## src/rtl/pipe_ctrl.sv

```systemverilog
// pipe_ctrl: central pipeline controller for the five-stage MIPS32 MCU core.
// Merges per-stage stall requests into the 6-bit stall vector, raises flush
// and a redirect PC on exceptions and eret, runs the debug halt/drain
// handshake, and flags bus hangs with a sticky stall watchdog.
module pipe_ctrl #(
  parameter logic [31:0] EXC_VECTOR     = 32'h0000_0020,
  parameter int          DRAIN_CYCLES   = 4,
  parameter logic [15:0] TIMEOUT_CYCLES = 16'd1024
) (
  input  logic        clk,
  input  logic        rst,
  input  logic        stallreq_it,
  input  logic        stallreq_ex,
  input  logic        stallreq_mem,
  input  logic [31:0] excepttype,
  input  logic [31:0] cp0_epc,
  input  logic        halt_req,
  input  logic        timeout_clr,
  output logic [5:0]  stall,
  output logic        flush,
  output logic [31:0] new_pc,
  output logic        halt_ack,
  output logic        stall_timeout
);

  localparam logic [3:0]  DRAIN_LOAD = 4'(DRAIN_CYCLES);
  localparam logic [31:0] ERET_CODE  = 32'h0000_000e;

  typedef enum logic [1:0] {
    RUN    = 2'd0,
    DRAIN  = 2'd1,
    HALTED = 2'd2
  } state_t;

  state_t      state_q, state_d;
  logic [3:0]  drain_q, drain_d;
  logic [15:0] wd_q, wd_d;
  logic        timeout_q, timeout_d;
  logic [5:0]  req_vec;
  logic        exc;
  logic        flush_int;

  // Priority-merge the stage requests: a deeper stage freezes everything upstream.
  always_comb begin
    req_vec = 6'b000000;
    if (stallreq_mem) begin
      req_vec = 6'b011111;
    end else if (stallreq_ex) begin
      req_vec = 6'b001111;
    end else if (stallreq_it) begin
      req_vec = 6'b000111;
    end
  end

  // Exceptions are only honoured outside HALTED; reset masks everything.
  always_comb begin
    exc       = (excepttype != 32'h0000_0000);
    flush_int = !rst && exc && (state_q != HALTED);
  end

  // Output decode: zero-latency response to requests and exceptions.
  always_comb begin
    stall    = 6'b000000;
    flush    = 1'b0;
    new_pc   = 32'h0000_0000;
    halt_ack = 1'b0;
    if (!rst) begin
      unique case (state_q)
        RUN, DRAIN: begin
          if (exc) begin
            flush  = 1'b1;
            new_pc = (excepttype == ERET_CODE) ? cp0_epc : EXC_VECTOR;
          end else if (state_q == DRAIN) begin
            stall = 6'b000011 | req_vec;
          end else begin
            stall = req_vec;
          end
        end
        HALTED: begin
          stall    = 6'b111111;
          halt_ack = 1'b1;
        end
        default: begin
          stall = 6'b000000;
        end
      endcase
    end
  end

  assign stall_timeout = !rst && timeout_q;

  // Next-state logic for the halt FSM and its drain counter.
  always_comb begin
    state_d = state_q;
    drain_d = drain_q;
    unique case (state_q)
      RUN: begin
        if (halt_req && !exc) begin
          state_d = DRAIN;
          drain_d = DRAIN_LOAD;
        end
      end
      DRAIN: begin
        if (!halt_req) begin
          state_d = RUN;
          drain_d = 4'd0;
        end else if (exc) begin
          drain_d = DRAIN_LOAD;
        end else if (req_vec == 6'b000000) begin
          if (drain_q <= 4'd1) begin
            state_d = HALTED;
            drain_d = 4'd0;
          end else begin
            drain_d = drain_q - 4'd1;
          end
        end
      end
      HALTED: begin
        if (!halt_req) begin
          state_d = RUN;
        end
      end
      default: begin
        state_d = RUN;
        drain_d = 4'd0;
      end
    endcase
  end

  // Watchdog: count consecutive stalled cycles, saturate, and latch a sticky flag.
  always_comb begin
    wd_d      = wd_q;
    timeout_d = timeout_q;
    if ((req_vec == 6'b000000) || flush_int) begin
      wd_d = 16'd0;
    end else if ((state_q != HALTED) && (wd_q < TIMEOUT_CYCLES)) begin
      wd_d = wd_q + 16'd1;
    end
    if (wd_q == TIMEOUT_CYCLES) begin
      timeout_d = 1'b1;
    end else if (timeout_clr) begin
      timeout_d = 1'b0;
    end
  end

  // State registers with synchronous reset.
  always_ff @(posedge clk) begin
    if (rst) begin
      state_q   <= RUN;
      drain_q   <= 4'd0;
      wd_q      <= 16'd0;
      timeout_q <= 1'b0;
    end else begin
      state_q   <= state_d;
      drain_q   <= drain_d;
      wd_q      <= wd_d;
      timeout_q <= timeout_d;
    end
  end

endmodule

```

## config.mk

```make
export PLATFORM = sky130hd
export DESIGN_NAME = pipe_ctrl
export DESIGN_NICKNAME = d
export VERILOG_FILES = /design/src/rtl/pipe_ctrl.sv
export SDC_FILE = /design/constraint.sdc
export NUM_CORES = 1
export LEC_CHECK = 0
export ABC_AREA = 1
export CELL_PAD_IN_SITES_DETAIL_PLACEMENT = 0
export CELL_PAD_IN_SITES_GLOBAL_PLACEMENT = 1
export CORE_MARGIN = 2
export CORE_UTILIZATION = 24
export DETAILED_ROUTE_END_ITERATION = 8
export GPL_ROUTABILITY_DRIVEN = 1
export PLACE_DENSITY = 0.79
export SYNTH_ARGS = -nofsm -noshare
export SYNTH_HDL_FRONTEND = slang
export SYNTH_SLANG_ARGS = --single-unit
```

## constraint.sdc

```tcl
create_clock -name clk -period 1.8 [get_ports clk]
set_input_delay 0.36 -clock clk [delete_from_list [all_inputs] [get_ports clk]]
set_output_delay 0.36 -clock clk [all_outputs]
set_load 0.005 [all_outputs]
```

# [Yosys cells after proc, flatten, opt, wreduce, memory -nomap -nowiden]
# Cells that the tools add are included.
[word_totals] regBits=23 out_inout_bits=41
[op_classes] n_addsub=2 magnitude_cmp=2 n_eq_ne=11 muxes=31 n_bitwise=1 reduce_logical=16
[op_table] cell="2-to-1 mux 32 bit" n=4
[op_table] cell="equality test 32 x 4 -> 1 bit, second input constant" n=1
[op_table] cell="nonzero test 32 bit" n=1
[op_table] cell="2-to-1 mux 4 bit" n=6
[op_table] cell="adder 16 x 1 -> 16 bit, second input constant" n=1
[op_table] cell="equality test 16 x 11 -> 1 bit, second input constant" n=1
[op_table] cell="< comparator 16 x 11 -> 1 bit, second input constant" n=1
[op_table] cell="2-to-1 mux 2 bit" n=7
[op_table] cell="one-hot mux 4 bit (3 select lines)" n=1
[op_table] cell="one-hot mux 6 bit (2 select lines)" n=1
[op_table] cell="2-to-1 mux 5 bit" n=2
[op_table] cell="2-to-1 mux 1 bit" n=7
[op_table] cell="zero test 6 bit" n=1
[op_table] cell="2-to-1 mux 6 bit" n=1
[op_table] cell="!= test 2 bit, second input constant" n=3
[op_table] cell="!= test 3 x 2 -> 1 bit, second input constant" n=2
[op_table] cell="one-hot mux 2 bit (3 select lines)" n=1
[op_table] cell="logical AND 1 bit" n=5
[op_table] cell="AND reduction 5 bit" n=1
[op_table] cell="<= comparator 4 x 1 -> 1 bit, second input constant" n=1
[op_table] cell="!= test 4 x 3 -> 1 bit, second input constant" n=1
[op_table] cell="OR reduction 2 bit" n=2
[op_table] cell="subtractor 4 x 1 -> 4 bit, second input constant" n=1
[op_table] cell="2-to-1 mux 3 bit" n=1
[op_table] cell="9 further kinds" n=10

# [Logic depth before layout (Yosys ltp)]
[logic_depth] word_depth=8 ltp_mapped=11 depth_no_buf=11

# [Least setup slack after synthesis]
# No wires, ideal clock.
[synth_timing] path_kind="input-to-output" startpoint="input port excepttype[31]" endpoint="output port stall[1]" t_arrival_ps=1376 setup_slack_ps=64 cell_stages=8 n_path_buf=1 cell_sequence="nor2_1 nand2_1 nor2_4 nand2_4 nor2_8 o21ai_0 a21oi_1 buf_4"
[synth_via] elab_chain_len=4
[synth_lines] item="from (decl)" line_no="15" text="input logic [31:0] excepttype,"
[synth_lines] item="nonzero test 32 bit" line_no="57" text="exc = (excepttype != 32'h0000_0000);"
[synth_lines] item="2-to-1 mux 5 bit" line_no="70" text="if (exc) begin"
[synth_lines] item="one-hot mux 6 bit (2 select lines)" line_no="68" text="unique case (state_q)"
[synth_lines] item="2-to-1 mux 6 bit" line_no="67" text="if (!rst) begin"
[synth_lines] item="to (decl)" line_no="19" text="output logic [5:0] stall,"
# Every way passes these cells.

# [Final worst setup path]
[layout_timing] startpoint="input port excepttype[11]" endpoint="output port new_pc[16]"
[layout_via] elab_chain_len=5 word_cells_on_any_way=6 classes_between="eq/ne: 1; mux: 4; reduce/logical: 1"
[layout_lines] item="equality test 32 x 4 -> 1 bit" line_no="72" text="new_pc = (excepttype == ERET_CODE) ? cp0_epc : EXC_VECTOR;"
[layout_lines] item="2-to-1 mux 32 bit" line_no="72"
[layout_lines] item="2-to-1 mux 32 bit (*)" line_no="70"
[layout_lines] item="2-to-1 mux 32 bit (*)" line_no="68"
[layout_lines] item="2-to-1 mux 32 bit (*)" line_no="67"
[layout_lines] item="to (decl)" line_no="21" text="output logic [31:0] new_pc,"
# Mark *: on every way between the ends. The rest lies on a longest branch, timed or not.

==> out/results.ini <==
[status]
status=complete, but fails checks
violations=setup timing

[routing]
drtPass1Iterations=4
vias=2332
via_per_inst=4.26
drtIter0Drc=35
wl_per_cell_microns=11.8
route.final.wire_length_microns=6450
ant_nets=0
drc=0

[clock_tree]
clk_pin_slew_ns=0.08
clock-sinks=23
cts_root_buffer=clkbuf_8
cts-htree-levels=1
cts_tree=built
ctsHoldBuffers=0
numCtsBuffers=3
clock_path_buffers=2
clk_latency_ns=0.26

[layout]
area_growth_pct=94.6
nNetsFinal=525
drive_above_1_share_pct=43.2
num_antenna_cells=0
nFillCells=748
fin_area_sq_mm=0.00351

[sta]
fmax_ghz=0.473
rsz0062_at_grt=true
fin_skew_ns=0.00211
slew_headroom_pct=77.0
fin_crit_sh_pct=118
slew_viol_final=0
setup_viol=38
worst_slew_pin_slew_ns=0.345
post-route-min-period_ns=2.12
fin_ws_ns=-0.316
finalHoldViolations=0
whs_ns=0.439

[synthesis]
netlist_area_sq_mm=0.00180
syn_inst=299
synthFlopType=dfxtp_1
async_reset_ff_share_pct=0
yosysWarnings=0
netlist_top_cells_area=dfxtp_1, nor2_1, nand2_1
synth-edff-count=0
ys_seq_area_share_pct=25.5
netlist_top_cells_count=nor2_1, nand2_1, inv_1
synth.most_common_cell=nor2_1
synth.net_count=374
synth_top_cell_area_share_pct=25.5
synth_area_leader_cell=dfxtp_1
post_synth.cell_area_avg_sq_um=6.03
synth-seq-cells=23
yosysUniqueCellTypes=31

[floorplan]
top_level_ports=112
initial_core_util_pct=24.9
coreArea_sq_mm=0.00725
die_height_microns=90.7
die_area_sq_mm=0.00823
core.rowCount=31
die_w_microns=90.7

[worst_hold_path]
worstHoldStart=wd_q[13]$_SDFFE_PP0P_
holdPathStages=2
hold_end=wd_q[13]$_SDFFE_PP0P_
hp-class=flip-flop to flip-flop

[critical_path]
crit_top_cell=buf_6
cp-end-kind=primary output
reg2reg_depth=7
start_kind=primary input
critPathSlowestCell=nor4_4
r2r-end=wd_q[9]$_SDFFE_PP0P_
arrival_ns=1.76
slowest_delay_ns=0.26
path_buf_inv=7
crit_path_cell_trace=buf_6, nor2_4, nand2_2, buf_6, nor4_4, nand2_2, inv_4, buf_6, buf_12, buf_8, nand2_4, nor2_1, buf_2
critical_path_peak_fanout=5
r2r_start=state_q[1]$_SDFFE_PP0P_
setup.reg_to_reg.worst_slack_ns=0.21
crit_family=buffers and inverters
cp.required_ns=1.44
crit_type=primary input to primary output

[power]
p_leak_uw=0.00169
ir_worst_vdd_mv=0.416
power.density_mw_per_mm2=565
fin_total_pwr_uw=1980

[global_routing]
grt_pass1_wl_microns=10700
grt_pass1_vias=2368
antenna_found_initial=0
grt_max_degree=13
gr-total-overflow=0
track_usage_pct=15.6

[placement]
gp_congestion=0.770
numPortBuffers=111
dp_hpwl_microns=4650
dpl-instance-area_sq_mm=0.00314

[run]
maxCapViolCount=0

==> where the power goes <==
part / total (uW) / internal [uW] / switching, uW
clock: 317 / 158 / 159
sequential: 604 / 570 / 35.0
combinational: 1060 / 528 / 533
total: 1980 / 1260 / 727
==> logic make-up after synthesis <==
logic type / synth area share (%)
adder cells (fa/ha/maj): 2.77
AO/OA/AOI/OAI: 5.27
buffers and inverters: 12.9
flip-flops: 25.5
AND/OR/NAND/NOR: 51.1
XOR/XNOR: 2.43
==> worst max path at each step <==
stage | start | end | slack, ns | depth (start not counted)
global placement | excepttype[9] | new_pc[10] | -0.86 | 10
CTS | excepttype[1] | new_pc[10] | -0.27 | 13
floorplan | excepttype[31] | stall[1] | 0.06 | 8
global route | excepttype[11] | new_pc[26] | -0.43 | 13
finish | excepttype[11] | new_pc[16] | -0.32 | 13
detailed placement | excepttype[9] | stall[2] | -0.86 | 10
==> routing by layer <==
layer  part of all wire [%]  global-route usage (%)
met1                     42                    17.8
met2                     48                    29.0
met3                    8.4                    3.51
met4                    2.1                    3.97
met5                      0                       0
==> area by class of cell <==
| cell class | instances | area, sq um | area share [%] |
|---|---|---|---|
| Sequential cell | 23 | 464 | 13.2 |
| Inverter | 33 | 126 | 3.60 |
| Multi-Input combinational cell | 231 | 1390 | 39.5 |
| Timing Repair Buffer | 158 | 1370 | 38.9 |
| Clock buffer | 4 | 45.0 | 1.28 |
| Tap cell | 99 | 124 | 3.53 |
==> repair_timing <==
item / in CTS / in global routing
pin swaps: 54 / 23
resized for setup: 323 / 42
setup buffers: 19 / 3
endpoints found under the setup margin: 41 / 40
gates cloned: 5 / 0
==> stage by stage <==
stage	std cells	setup slack, ns	setup TNS, ns	utilization [%]
after global routing	548	-0.428	-12.22	48.4
after detailed placement	521	-0.863	-34.89	43.2
final	548	-0.316	-7.97	48.4
after global placement	521	-0.858	-34.65	43.2
after CTS	549	-0.274	-6.80	46.8
after floorplan	299	0.0640	0	-
==> tightest hold or removal path, delay by kind of cell, from the launching register on <==
| family | cells | cell delay (ns) |
|---|---|---|
| DFF | 1 | 0.30 |
| and+or+nand+nor | 1 | 0.04 |
| buffers and inverters | 1 | 0.06 |
==> placed cells by master (no fill, tap or decap), types with 2 or more instances in the layout <==
master	synthesis	final
a21oi_1	10	6
a21oi_2	0	2
a21oi_4	0	2
buf_12	0	4
buf_16	0	4
buf_2	0	55
buf_4	5	29
buf_6	6	18
buf_8	0	2
clkbuf_2	0	2
clkbuf_8	0	3
clkdlybuf4s15_1	0	3
clkdlybuf4s50_1	0	37
dfxtp_1	23	22
dlygate4sd2_1	0	3
ha_1	4	4
inv_1	30	28
inv_2	3	4
nand2_1	73	50
nand2_2	4	18
nand2_4	4	13
nand3_1	13	13
nand4_1	6	6
nor2_1	86	63
nor2_2	4	19
nor2_4	2	10
nor3_1	4	3
o21ai_4	0	2
or2_0	2	2
xor2_1	5	5
==> sequential cells by signal, summed over array words and instances, names as in the netlist <==
signal	flops
drain_q	4
state_q	2
timeout_q	1
wd_q	16
Note: power is estimated with default switching activity, not from simulation.
